--- src/rtl/instruction_fetch_if.sv ---
// rtl/instruction_fetch_if.sv - IF stage bus: hazard/redirect inputs, ROM port and IF/ID outputs
interface instruction_fetch_if #(
  parameter int TAM_POSICIONES = 1024,
  parameter int TAM_PALABRA    = 32
);
  localparam int AW = $clog2(TAM_POSICIONES);

  logic                   STALL;
  logic                   BRANCH_TAKEN;
  logic [TAM_PALABRA-1:0] BRANCH_TARGET;
  logic [TAM_PALABRA-1:0] INSTRUCTION_IN;
  logic [AW-1:0]          INS_ADDRESS;
  logic [TAM_PALABRA-1:0] PC;
  logic [TAM_PALABRA-1:0] IF_ID_PC;
  logic [TAM_PALABRA-1:0] IF_ID_PC4;
  logic [TAM_PALABRA-1:0] IF_ID_INSTRUCTION;
  logic                   IF_ID_VALID;
  logic                   EXC_MISALIGN;

  // Environment side: hazard unit, branch unit, instruction ROM and decode
  modport master (
    output STALL, BRANCH_TAKEN, BRANCH_TARGET, INSTRUCTION_IN,
    input  INS_ADDRESS, PC, IF_ID_PC, IF_ID_PC4, IF_ID_INSTRUCTION, IF_ID_VALID, EXC_MISALIGN
  );

  // Fetch stage side
  modport slave (
    input  STALL, BRANCH_TAKEN, BRANCH_TARGET, INSTRUCTION_IN,
    output INS_ADDRESS, PC, IF_ID_PC, IF_ID_PC4, IF_ID_INSTRUCTION, IF_ID_VALID, EXC_MISALIGN
  );
endinterface

--- src/rtl/instruction_fetch.sv ---
// rtl/instruction_fetch.sv - RISC-V IF stage with PC, async ROM address and IF/ID register; option FETCH_MISALIGN_EN
module instruction_fetch #(
  parameter int                     TAM_POSICIONES = 1024,
  parameter int                     TAM_PALABRA    = 32,
  parameter logic [TAM_PALABRA-1:0] RESET_PC       = 32'h00000000,
  parameter logic [TAM_PALABRA-1:0] NOP_INSTR      = 32'h00000013
) (
  input  logic             CLK,
  input  logic             RST,
  instruction_fetch_if.slave bus
);
  localparam int AW = $clog2(TAM_POSICIONES);

  logic [TAM_PALABRA-1:0] pc_q, pc_d;
  logic [TAM_PALABRA-1:0] if_id_pc_q, if_id_pc_d;
  logic [TAM_PALABRA-1:0] if_id_pc4_q, if_id_pc4_d;
  logic [TAM_PALABRA-1:0] if_id_instr_q, if_id_instr_d;
  logic                   if_id_valid_q, if_id_valid_d;
  logic [TAM_PALABRA-1:0] pc_plus4;

  // Wraps modulo 2^TAM_PALABRA naturally
  assign pc_plus4 = pc_q + TAM_PALABRA'(4);

  // ROM is asynchronous; addresses beyond its depth alias by truncation
  assign bus.INS_ADDRESS       = pc_q[AW+1:2];
  assign bus.PC                = pc_q;
  assign bus.IF_ID_PC          = if_id_pc_q;
  assign bus.IF_ID_PC4         = if_id_pc4_q;
  assign bus.IF_ID_INSTRUCTION = if_id_instr_q;
  assign bus.IF_ID_VALID       = if_id_valid_q;

`ifdef FETCH_MISALIGN_EN
  logic exc_q, exc_d;
  assign bus.EXC_MISALIGN = exc_q;
`else
  assign bus.EXC_MISALIGN = 1'b0;
`endif

  // Next-state: redirect beats stall beats normal sequential fetch
  always_comb begin
    pc_d          = pc_q;
    if_id_pc_d    = if_id_pc_q;
    if_id_pc4_d   = if_id_pc4_q;
    if_id_instr_d = if_id_instr_q;
    if_id_valid_d = if_id_valid_q;
`ifdef FETCH_MISALIGN_EN
    exc_d         = 1'b0;
`endif
    if (bus.BRANCH_TAKEN) begin
      // Wrong-path fetch is squashed: IF/ID becomes a bubble
      if_id_pc_d    = '0;
      if_id_pc4_d   = '0;
      if_id_instr_d = NOP_INSTR;
      if_id_valid_d = 1'b0;
`ifdef FETCH_MISALIGN_EN
      if (bus.BRANCH_TARGET[1:0] != 2'b00) begin
        pc_d  = pc_q;
        exc_d = 1'b1;
      end else begin
        pc_d  = bus.BRANCH_TARGET;
      end
`else
      pc_d = bus.BRANCH_TARGET & ~TAM_PALABRA'(3);
`endif
    end else if (!bus.STALL) begin
      pc_d          = pc_plus4;
      if_id_pc_d    = pc_q;
      if_id_pc4_d   = pc_plus4;
      if_id_instr_d = bus.INSTRUCTION_IN;
      if_id_valid_d = 1'b1;
    end
  end

  // PC and IF/ID registers; reset overrides any branch or stall
  always_ff @(posedge CLK) begin
    if (RST) begin
      pc_q          <= RESET_PC;
      if_id_pc_q    <= '0;
      if_id_pc4_q   <= '0;
      if_id_instr_q <= NOP_INSTR;
      if_id_valid_q <= 1'b0;
    end else begin
      pc_q          <= pc_d;
      if_id_pc_q    <= if_id_pc_d;
      if_id_pc4_q   <= if_id_pc4_d;
      if_id_instr_q <= if_id_instr_d;
      if_id_valid_q <= if_id_valid_d;
    end
  end

`ifdef FETCH_MISALIGN_EN
  // One-cycle misaligned-target exception pulse
  always_ff @(posedge CLK) begin
    if (RST) exc_q <= 1'b0;
    else     exc_q <= exc_d;
  end
`endif

endmodule

--- src/flat_wrapper.sv ---
// flat-port wrapper written by rule: the top's interface ports become plain ports
module instruction_fetch_flat 
#(
  parameter int                     TAM_POSICIONES = 1024,
  parameter int                     TAM_PALABRA    = 32,
  parameter logic [TAM_PALABRA-1:0] RESET_PC       = 32'h00000000,
  parameter logic [TAM_PALABRA-1:0] NOP_INSTR      = 32'h00000013
)
  (CLK, RST, bus_STALL, bus_BRANCH_TAKEN, bus_BRANCH_TARGET, bus_INSTRUCTION_IN, bus_INS_ADDRESS, bus_PC, bus_IF_ID_PC, bus_IF_ID_PC4, bus_IF_ID_INSTRUCTION, bus_IF_ID_VALID, bus_EXC_MISALIGN);
  instruction_fetch_if #(.TAM_POSICIONES(TAM_POSICIONES), .TAM_PALABRA(TAM_PALABRA)) bus_i ();
  input  logic CLK;
  input  logic RST;
  input wire logic [$bits(bus_i.STALL)-1:0] bus_STALL;
  input wire logic [$bits(bus_i.BRANCH_TAKEN)-1:0] bus_BRANCH_TAKEN;
  input wire logic [$bits(bus_i.BRANCH_TARGET)-1:0] bus_BRANCH_TARGET;
  input wire logic [$bits(bus_i.INSTRUCTION_IN)-1:0] bus_INSTRUCTION_IN;
  output wire logic [$bits(bus_i.INS_ADDRESS)-1:0] bus_INS_ADDRESS;
  output wire logic [$bits(bus_i.PC)-1:0] bus_PC;
  output wire logic [$bits(bus_i.IF_ID_PC)-1:0] bus_IF_ID_PC;
  output wire logic [$bits(bus_i.IF_ID_PC4)-1:0] bus_IF_ID_PC4;
  output wire logic [$bits(bus_i.IF_ID_INSTRUCTION)-1:0] bus_IF_ID_INSTRUCTION;
  output wire logic [$bits(bus_i.IF_ID_VALID)-1:0] bus_IF_ID_VALID;
  output wire logic [$bits(bus_i.EXC_MISALIGN)-1:0] bus_EXC_MISALIGN;
  assign bus_i.STALL = bus_STALL;
  assign bus_i.BRANCH_TAKEN = bus_BRANCH_TAKEN;
  assign bus_i.BRANCH_TARGET = bus_BRANCH_TARGET;
  assign bus_i.INSTRUCTION_IN = bus_INSTRUCTION_IN;
  assign bus_INS_ADDRESS = bus_i.INS_ADDRESS;
  assign bus_PC = bus_i.PC;
  assign bus_IF_ID_PC = bus_i.IF_ID_PC;
  assign bus_IF_ID_PC4 = bus_i.IF_ID_PC4;
  assign bus_IF_ID_INSTRUCTION = bus_i.IF_ID_INSTRUCTION;
  assign bus_IF_ID_VALID = bus_i.IF_ID_VALID;
  assign bus_EXC_MISALIGN = bus_i.EXC_MISALIGN;
  instruction_fetch #(.TAM_POSICIONES(TAM_POSICIONES), .TAM_PALABRA(TAM_PALABRA), .RESET_PC(RESET_PC), .NOP_INSTR(NOP_INSTR)) u_core (.CLK(CLK), .RST(RST), .bus(bus_i));
endmodule
--- config.mk ---
export PLATFORM = sky130hd
export DESIGN_NAME = instruction_fetch_flat
export DESIGN_NICKNAME = d
export VERILOG_FILES = /design/src/rtl/instruction_fetch_if.sv /design/src/rtl/instruction_fetch.sv /design/src/flat_wrapper.sv
export SDC_FILE = /design/constraint.sdc
export NUM_CORES = 1
export LEC_CHECK = 0
export CORE_MARGIN = 1.5
export CORE_UTILIZATION = 40
export CTS_CLUSTER_DIAMETER = 50
export DETAILED_ROUTE_END_ITERATION = 10
export MAX_ROUTING_LAYER = met4
export PLACE_DENSITY = 0.83
export SETUP_SLACK_MARGIN = 0.15
export SLEW_MARGIN = 30
export SYNTH_ARGS = -nofsm -noshare
export SYNTH_HDL_FRONTEND = slang
export SYNTH_SLANG_ARGS = --single-unit
--- constraint.sdc ---
create_clock -name CLK -period 2.1 [get_ports CLK]
set_input_delay 0.63 -clock CLK [delete_from_list [all_inputs] [get_ports CLK]]
set_output_delay 0.63 -clock CLK [all_outputs]
set_load 0.01 [all_outputs]
==> metrics.cfg, run 1 <==
[status]
status = finished clean

[final_layout]
nFillCells = 1073
final_cells = 1009
num-nets-final = 890
layout-area-overhead-vs-synth_pct = 56.4
drive_gt1_frac = 0.137

[floorplan]
die_h_um = 119
die_w_um = 119
ios = 208
dieArea_um2 = 14200
start_util = 0.408
rows = 42
design.core.area_um2 = 13200

[yosys]
synth_top_area_share = 0.457
synth_top_area_cell = dfxtp_1
syn_inst = 609
synth-warning-count = 0
synth_edf_count = 0
synthArstFlopShare = 0
ys_top_cells_by_area = dfxtp_1, mux2i_1, nor2_1
mappedNetlistArea_um2 = 5390
synth_cell_types = 41
seq_area_frac_synth = 0.457
synth_area_per_cell_um2 = 8.84
synthFlopType = dfxtp_1
synth-seq-cells = 123

[drt]
antenna_left = 0
drtIter0Drc = 199
drc_errors = 0
vias_per_cell = 5.00
wl_per_cell_um = 16.0
first_pass_iters = 4
vias = 5046
totalWireLength_um = 16100

[power_and_ir_drop]
ir_worst_vdd_uv = 475
pwr_density_cell_nw_per_um2 = 731
p_clk_frac = 0.465
finalPower_mw = 6.15
power_leakage_nw = 4.11
intPower_mw = 4.71
seq_power_share = 0.408
power_switching_mw = 1.45
pwr-share-comb = 0.127
switching_share = 0.235

[global_routing]
antenna_found_initial = 1
grtUsageTotal = 0.231
grt_pass1_wl_um = 25000
grt_max_degree = 52
grt_overflow = 0
first_global_vias = 4911

[clocking]
clkLatencyLatePin_ns = 0.41
holdBufCountCts = 0
clock_path_buffers = 2
clock_tree.root_cell = clkbuf_16
clk_pin_slew_ns = 0.05
cts_buffers = 17
cts_sinks = 123
htree_levels = 4
cts_tree = done

[timing]
drv_slew = 0
fin_hold_ws_ns = 0.454
fin_skew_ns = 0.00995
finalCritPeriodShare = 0.916
hold_viol = 0
tns_ns = 0
fin_crit_ns = 1.92
max_freq_ghz = 0.520
setup_viol = 0
rsz0062_at_grt = false

[critical_path]
path_cells = clkdlybuf4s50_1
slowest_stage = clkdlybuf4s50_1
arrival_ns = 1.29
cpPeakStageDelay_ns = 0.56
path_max_fanout = 2
path_buf_inv = 1
path_delay_family = buffers and inverters
cp-end-kind = output port
crit_required_ns = 1.47
critPathKind = reg -> out
cp-start-kind = register

[job]
maxCapViolCount = 0

[placement]
gp_routability_congestion = 0.868
port_buffers = 198
post-dp-hpwl_um = 11500
placedCellCount = 973

[worst_hold_path]
hp-class = reg -> reg

-- area by class of cell --
type | instances | area [µm²] | area share
Multi-Input combinational cell | 418 | 2620 | 0.311
Sequential cell | 123 | 2500 | 0.297
Timing Repair Buffer | 254 | 2470 | 0.294
Clock buffer | 23 | 489 | 0.0581
Tap cell | 176 | 220 | 0.0261
Clock inverter | 7 | 88.8 | 0.0105
Inverter | 7 | 26.3 | 0.00312
Antenna cell | 1 | 2.50 | 0.000297
-- power by group through the flow --
stage          Clock [mW]  Sequential [mW]  Combinational, mW
3_5_place_dp            0             2.56              0.815
5_1_grt              3.02             2.52              0.845
4_1_cts              2.91             2.51              0.785
6_report             2.86             2.51              0.784
2_1_floorplan           0             2.59              0.348
3_3_place_gp            0             2.56              0.805
-- cell usage after synthesis, types with 3 or more instances --
cell type and count:
inv_1 7, or3_1 6, clkbuf_1 34, nor4_1 3, a21oi_1 44, and3_1 7
nand2_1 35, o21a_1 4, xnor2_1 26, buf_2 12, and4_1 7, nor3_1 9
a211oi_1 13, buf_4 17, nor2b_1 5, xor2_1 18, o32ai_1 3, nand3_1 6
o21ai_0 28, dfxtp_1 123, nor2_1 103, buf_1 4, nand4_1 11, mux2i_1 58
a311oi_1 5
-- what timing repair did --
action                     in CTS  in global routing
hold endpoints to repair        0                  0
buffers inserted                0                  5
setup endpoints to repair      53                 44
gates resized for setup        72                 42
pin swaps                       0                  5
-- routing by layer --
| layer | GRT usage | up-vias | share of wire |
|---|---|---|---|
| met5 | - | - | 0 |
| met4 | 0.0934 | 0 | 0.020 |
| met3 | 0.0623 | 26 | 0.067 |
| met2 | 0.374 | 193 | 0.49 |
| met1 | 0.272 | 2333 | 0.42 |
| li1 | - | 2494 | - |
-- sequential cells by signal (all words and copies together), names as in the netlist --
name                          flops
u_core.bus.IF_ID_INSTRUCTION     32
u_core.bus.IF_ID_PC4             30
u_core.bus.IF_ID_PC              30
u_core.bus.PC                    30
u_core.bus.IF_ID_VALID            1
-- cell families after synthesis --
logic type | count (synthesis) | share of synthesized area
other | 1 | 0.000696
muxes | 59 | 0.110
buffers and inverters | 74 | 0.0662
AOI/OAI and AO/OA | 100 | 0.108
and+or+nand+nor | 207 | 0.184
xor gates and xnor gates | 44 | 0.0716
adders and majority gates | 1 | 0.00232
DFF | 123 | 0.457
-- path summary, 6_finish.rpt --
path / startpoint / endpoint / slack [ns] / depth (start not counted)
min: u_core.bus.IF_ID_VALID / u_core.bus.IF_ID_VALID / 0.45 / 1
max: u_core.bus.IF_ID_PC[24] / bus_IF_ID_PC[24] / 0.18 / 1
max reg2reg: u_core.bus.PC[3] / u_core.bus.PC[18] / 0.22 / 7
min reg2reg: u_core.bus.IF_ID_VALID / u_core.bus.IF_ID_VALID / 0.45 / 1
-- cell usage in the layout, fill, tap and decap left out, types with 4 or more instances in the layout --
cell type / n
clkinv_2: 4
conb_1: 7
xnor2_1: 26
buf_4: 54
or3_1: 5
nor3_1: 9
a21oi_1: 44
dfxtp_1: 104
and4_1: 7
dfxtp_2: 13
dlygate4sd2_1: 51
dlymetal6s2s_1: 40
xor2_1: 18
o21ai_0: 28
dfxtp_4: 6
o21a_1: 4
mux2i_1: 58
and3_1: 7
nor2b_1: 5
inv_1: 7
clkbuf_16: 18
nand3_1: 6
nand4_1: 11
a311oi_1: 4
nor2_1: 103
clkdlybuf4s50_1: 106
a211oi_1: 13
nand2_1: 35
-- per-stage QoR --
step	util	instance area, µm²	setup slack (ns)
final	0.638	8420	0.176
after global placement	0.586	7720	0.0366
after CTS	0.627	8270	0.152
after global routing	0.638	8420	0.149
after floorplan	-	5440	0.155
after detailed placement	0.586	7720	0.00384
(Power assumes the default switching activity.)
==> run 2: changes to the inputs <==
--- a/config.mk
+++ b/config.mk
@@ -6,11 +6,12 @@
 export NUM_CORES = 1
 export LEC_CHECK = 0
 export CORE_MARGIN = 1.5
-export CORE_UTILIZATION = 40
+export CORE_UTILIZATION = 38
 export CTS_CLUSTER_DIAMETER = 50
 export DETAILED_ROUTE_END_ITERATION = 10
 export MAX_ROUTING_LAYER = met4
-export PLACE_DENSITY = 0.83
+export PLACE_DENSITY_LB_ADDON = 0.3
+export REMOVE_ABC_BUFFERS = 1
 export SETUP_SLACK_MARGIN = 0.15
 export SLEW_MARGIN = 30
 export SYNTH_ARGS = -nofsm -noshare
==> run 2 against run 1 <==
Cell count down 0.30%; utilization down 2.9 points; register-to-register slack worse by 0.02 ns; first-iteration DRC count up 11%; global-route usage down 0.48 points; non-clock buffer count down 6; sequential share of layout area down 0.19 points; die area up 5.1%; sequential cell count unchanged; via count about the same; clock skew down 0.0014 ns; worst setup slack better by 0.013 ns.
==> metrics.cfg, run 2 (synthesis results as in run 1) <==
[global_routing]
grtUsageTotal = 0.226  ; was 0.231
grt_pass1_wl_um = 25200  ; was 25000 µm
grt_overflow = 0  ; unchanged
first_global_vias = 4980  ; was 4911
antenna_found_initial = 0  ; was 1
grt_max_degree = 46  ; was 52

[critical_path]
path_buf_inv = 1  ; unchanged
path_delay_family = buffers and inverters  ; unchanged
cpPeakStageDelay_ns = 0.54  ; was 0.56 ns
cp-end-kind = output port  ; unchanged
arrival_ns = 1.28  ; was 1.29 ns
crit_required_ns = 1.47  ; about the same
slowest_stage = clkdlybuf4s50_1  ; unchanged
cp-start-kind = register  ; unchanged
path_cells = clkdlybuf4s50_1  ; unchanged
critPathKind = reg -> out  ; unchanged
reg2reg_slack_ns = 0.20  ; was 0.22 ns
path_max_fanout = 2  ; unchanged

[floorplan]
die_h_um = 122  ; was 119 µm
rows = 43  ; was 42
start_util = 0.388  ; was 0.408
design.core.area_um2 = 13900  ; was 13200 µm²
ios = 208  ; unchanged
die_w_um = 122  ; was 119 µm
dieArea_um2 = 14900  ; was 14200 µm²

[clocking]
clk_pin_slew_ns = 0.05  ; about the same
htree_levels = 4  ; unchanged
cts_tree = done  ; unchanged
cts_buffers = 17  ; unchanged
clkLatencyLatePin_ns = 0.41  ; about the same
cts_sinks = 123  ; unchanged
clock_tree.root_cell = clkbuf_16  ; unchanged
clock_path_buffers = 2  ; unchanged
holdBufCountCts = 0  ; unchanged

[worst_hold_path]
hp-class = reg -> reg  ; unchanged

[placement]
pre_cts_ws_ns = -0.0557  ; was 0.00384 ns
gp_routability_congestion = 0.777  ; was 0.868
post-dp-hpwl_um = 11400  ; was 11500 µm
port_buffers = 198  ; unchanged

[drt]
antenna_left = 0  ; unchanged
vias_per_cell = 5.01  ; was 5.00
wl_per_cell_um = 15.9  ; was 16.0 µm
drc_errors = 0  ; unchanged
first_pass_iters = 7  ; was 4
vias = 5045  ; was 5046
drtIter0Drc = 220  ; was 199
totalWireLength_um = 16000  ; was 16100 µm

[timing]
setup_viol = 0  ; unchanged
rsz0062_at_grt = true  ; was false
max_freq_ghz = 0.523  ; was 0.520 GHz
fin_crit_ns = 1.91  ; was 1.92 ns
hold_viol = 0  ; unchanged
fin_hold_ws_ns = 0.460  ; was 0.454 ns
drv_slew = 0  ; unchanged
finalCritPeriodShare = 0.910  ; was 0.916
fin_skew_ns = 0.00858  ; was 0.00995 ns
setup_slack_ns = 0.189  ; was 0.176 ns

[power_and_ir_drop]
finalPower_mw = 6.06  ; was 6.15 mW
pwr_density_cell_nw_per_um2 = 717  ; was 731 nW/µm²
p_clk_frac = 0.457  ; was 0.465
pwr-share-comb = 0.128  ; was 0.127
intPower_mw = 4.62  ; was 4.71 mW
power_leakage_nw = 4.45  ; was 4.11 nW
switching_share = 0.237  ; was 0.235
ir_worst_vdd_uv = 437  ; was 475 µV
seq_power_share = 0.414  ; was 0.408
power_switching_mw = 1.44  ; was 1.45 mW

[final_layout]
post-route-util = 0.609  ; was 0.638
nFillCells = 1217  ; was 1073
num-nets-final = 884  ; was 890
layout-area-overhead-vs-synth_pct = 57.0  ; was 56.4%
drive_gt1_frac = 0.134  ; was 0.137
layout_common_cells = dfxtp_1, nor2_1, clkdlybuf4s50_1  ; was clkdlybuf4s50_1, dfxtp_1, nor2_1
multiInputGateArea_um2 = 2640  ; was 2620 µm²
register_area_um2 = 2490  ; was 2500 µm²
largest_reg_flops = 32  ; unchanged
n_antenna_cell = 0  ; was 1
layout_commonest_cell = dfxtp_1  ; was clkdlybuf4s50_1

[status]
status = finished clean  ; unchanged

[job]
maxCapViolCount = 0  ; unchanged

==> run 2: cell types whose count changed in the layout (fill, tap and decap cells not counted), moves of 3 or more <==
cell	before	now
buf_12	3	6
dlymetal6s2s_1	40	59
buf_4	54	45
dlygate4sd2_1	51	56
dfxtp_2	13	17
dfxtp_4	6	3
clkdlybuf4s50_1	106	82
==> run 2: layout make-up <==
class                   count  area share
clock buffers              21      0.0545
multi-input cells         418       0.313
flip-flops and latches    123       0.295
repair buffers            248       0.297
clock inverters             9      0.0115
well taps                 180      0.0266
inverters                   7     0.00311
==> run 2: worst paths after layout <==
path                                    startpoint                        end  depth (start not counted)
hold reg to reg             u_core.bus.IF_ID_VALID     u_core.bus.IF_ID_VALID                          1
hold / removal              u_core.bus.IF_ID_VALID     u_core.bus.IF_ID_VALID                          1
setup reg to reg                  u_core.bus.PC[2]          u_core.bus.PC[26]                          6
setup / recovery  u_core.bus.IF_ID_INSTRUCTION[28]  bus_IF_ID_INSTRUCTION[28]                          1
==> run 2: what timing repair did <==
item / in CTS / in global routing
endpoints found under the setup margin: 57 / 69
pin swaps: 1 / 2
setup buffers: 0 / 4
gates resized for setup: 76 / 70
hold endpoints to repair: 0 / 0
==> run 2: power groups by stage <==
stage / clock network [mW] / logic, mW / registers (mW)
floorplan: 0 / 0.235 / 2.61
global placement: 0 / 0.810 / 2.55
detailed placement: 0 / 0.823 / 2.55
CTS: 2.83 / 0.788 / 2.51
global route: 2.96 / 0.845 / 2.52
finish: 2.77 / 0.778 / 2.51
==> run 2: stage by stage <==
step	TNS (ns)	area (µm²)	std cells
2_1_floorplan	-0.263	5080	548
3_5_place_dp	-0.0557	7700	972
6_report	0	8450	1006
4_1_cts	0	8220	1002
5_1_grt	0	8450	1006
3_3_place_gp	-0.0463	7700	972
==> run 2: per-layer routing <==
metal,track usage,vias up,share of wire
li1,-,2470,-
met1,0.269,2370,0.43
met2,0.361,189,0.48
met3,0.0712,16,0.073
met4,0.0787,0,0.015
met5,-,-,0
==> run 3: changes to the inputs <==
--- a/config.mk
+++ b/config.mk
@@ -12,7 +12,7 @@
 export MAX_ROUTING_LAYER = met4
 export PLACE_DENSITY_LB_ADDON = 0.3
 export REMOVE_ABC_BUFFERS = 1
-export SETUP_SLACK_MARGIN = 0.15
+export SETUP_SLACK_MARGIN = 0.3
 export SLEW_MARGIN = 30
 export SYNTH_ARGS = -nofsm -noshare
 export SYNTH_HDL_FRONTEND = slang
==> run 3 against run 2 <==
Sequential share of layout area up 0.46 points; utilization down 0.41 points; clock skew up 0.0042 ns; final area down 0.68%; worst setup slack better by 0.15 ns; cell count up 0.60%; via count up 1.5%; sequential power about the same; global-route usage up 0.31 points; die area unchanged; total power up 0.32%; non-clock buffer count up 6.
==> metrics.cfg, run 3 (synthesis results as in run 1) <==
[drt]
drtIter0Drc = 235  ; was 220
totalWireLength_um = 16200  ; was 16000 µm
drc_errors = 0  ; unchanged
vias_per_cell = 5.06  ; was 5.01
vias = 5119  ; was 5045
wl_per_cell_um = 16.0  ; was 15.9 µm
antenna_left = 0  ; unchanged
first_pass_iters = 4  ; was 7

[critical_path]
ff2ff_path_depth = 6  ; unchanged
cp-end-kind = output port  ; unchanged
crit_start = u_core.bus.PC[7]  ; was u_core.bus.IF_ID_INSTRUCTION[28]
path_cells = buf_6, clkdlybuf4s15_2  ; was clkdlybuf4s50_1
cp-start-kind = register  ; unchanged
regToRegEndpoint = u_core.bus.PC[26]  ; unchanged
cpPeakStageDelay_ns = 0.35  ; was 0.54 ns
critPathKind = reg -> out  ; unchanged
reg2reg_slack_ns = 0.36  ; was 0.20 ns
reg2reg_from = u_core.bus.PC[2]  ; unchanged
arrival_ns = 1.13  ; was 1.28 ns
crit_required_ns = 1.47  ; about the same
slowest_stage = dfxtp_2  ; was clkdlybuf4s50_1
path_max_fanout = 6  ; was 2

[floorplan]
die_w_um = 122  ; unchanged
die_h_um = 122  ; unchanged
design.core.area_um2 = 13900  ; unchanged
rows = 43  ; unchanged
dieArea_um2 = 14900  ; unchanged
start_util = 0.388  ; unchanged
ios = 208  ; unchanged

[final_layout]
layout-area-overhead-vs-synth_pct = 55.9  ; was 57.0%
layout_commonest_cell = dlygate4sd2_1  ; was dfxtp_1
n_antenna_cell = 0  ; unchanged
largest_reg_flops = 32  ; unchanged
layout_common_cells = dlygate4sd2_1, nor2_1, dfxtp_1  ; was dfxtp_1, nor2_1, clkdlybuf4s50_1
drive_gt1_frac = 0.188  ; was 0.134
num-nets-final = 890  ; was 884
post-route-util = 0.605  ; was 0.609

[timing]
fin_hold_ws_ns = 0.461  ; was 0.460 ns
max_freq_ghz = 0.568  ; was 0.523 GHz
hold_viol = 0  ; unchanged
drv_slew = 0  ; unchanged
setup_viol = 0  ; unchanged
fin_skew_ns = 0.0128  ; was 0.00858 ns
finalCritPeriodShare = 0.839  ; was 0.910
rsz0062_at_grt = false  ; was true
fin_crit_ns = 1.76  ; was 1.91 ns
setup_slack_ns = 0.339  ; was 0.189 ns

[job]
maxCapViolCount = 0  ; unchanged

[clocking]
holdBufCountCts = 0  ; unchanged
clock_path_buffers = 2  ; unchanged
cts_tree = done  ; unchanged
clock_tree.root_cell = clkbuf_16  ; unchanged
cts_buffers = 17  ; unchanged
clkLatencyLatePin_ns = 0.42  ; was 0.41 ns
htree_levels = 4  ; unchanged
cts_sinks = 123  ; unchanged
clk_pin_slew_ns = 0.05  ; about the same

[placement]
port_buffers = 198  ; unchanged
pre_cts_ws_ns = -0.0557  ; unchanged
post-dp-hpwl_um = 11400  ; unchanged
gp_routability_congestion = 0.777  ; unchanged

[worst_hold_path]
hp-class = reg -> reg  ; unchanged
hold_start = u_core.bus.IF_ID_VALID  ; unchanged
min_to = u_core.bus.IF_ID_VALID  ; unchanged
hold_path_depth = 1  ; unchanged

[global_routing]
first_global_vias = 5059  ; was 4980
grtUsageTotal = 0.229  ; was 0.226
grt_max_degree = 46  ; unchanged
grt_pass1_wl_um = 25500  ; was 25200 µm
antenna_found_initial = 0  ; unchanged
grt_overflow = 0  ; unchanged

[power_and_ir_drop]
ir_worst_vdd_uv = 450  ; was 437 µV
pwr_density_cell_nw_per_um2 = 724  ; was 717 nW/µm²
power_leakage_nw = 3.77  ; was 4.45 nW

[status]
status = finished clean  ; unchanged

run 3: cell types whose count changed in the layout (fill, tap and decap cells not counted), moves of 5 or more:
| cell | change |
|---|---|
| dlygate4sd2_1 | +50 |
| buf_4 | -6 |
| dlymetal6s2s_1 | -59 |
| dfxtp_1 | -5 |
| clkdlybuf4s50_1 | -18 |
| dfxtp_4 | +6 |
| clkdlybuf4s15_2 | +10 |
| clkbuf_2 | +8 |
| buf_6 | +11 |
| clkdlybuf4s15_1 | +7 |
run 3: critical path, delay by kind of cell, from the launching register on:
family / cells / cell delay, ns
buffers and inverters: 2 / 0.35
DFF: 1 / 0.35
run 3: timing repair:
| action | CTS | global route |
|---|---|---|
| resized for setup | 206 | 47 |
| pin swaps | 6 | 14 |
| setup buffers | 3 | 7 |
| endpoints found under the setup margin | 146 | 48 |
run 3: layout make-up:
type / count / area [µm²]
Multi-Input combinational cell: 418 / 2710
Sequential cell: 123 / 2520
Clock buffer: 21 / 460
Tap cell: 180 / 225
Inverter: 7 / 26.3
Timing Repair Buffer: 254 / 2360
Fill cell: 1219 / 5480
Clock inverter: 9 / 97.6
run 3: how the worst max path moves through the flow:
| stage | to | slack, ns |
|---|---|---|
| 3_3_place_gp | u_core.bus.PC[31] | -0.05 |
| 3_5_place_dp | u_core.bus.PC[31] | -0.06 |
| 4_1_cts | bus_PC[12] | 0.24 |
| 6_report | bus_INS_ADDRESS[5] | 0.34 |
| 5_1_grt | u_core.bus.PC[21] | 0.29 |
| 2_1_floorplan | u_core.bus.PC[26] | -0.13 |
run 3: where the power goes:
part           leakage [nW]  switching (mW)  internal (mW)  total (mW)
clock                 0.278            1.00           1.78        2.78
sequential             1.02          0.0823           2.43        2.51
combinational          2.48           0.375          0.413       0.788
total                  3.77            1.46           4.62        6.08
run 3: stage by stage:
stage                     TNS (ns)  cells  instance area, µm²  power (mW)
after floorplan             -0.263    548                5080        2.84
after global placement     -0.0463    972                7700        3.36
after detailed placement   -0.0557    972                7700        3.38
after CTS                        0   1005                8260        6.12
after global routing             0   1012                8400        6.33
final                            0   1012                8400        6.08
run 3: per-layer routing:
| metal | vias to the layer above | wire, µm | track usage |
|---|---|---|---|
| li1 | 2489 | - | - |
| met1 | 2402 | 6910 | 0.269 |
| met2 | 205 | 7730 | 0.370 |
| met3 | 23 | 1240 | 0.0702 |
| met4 | 0 | 297 | 0.0816 |
| met5 | - | 0 | - |
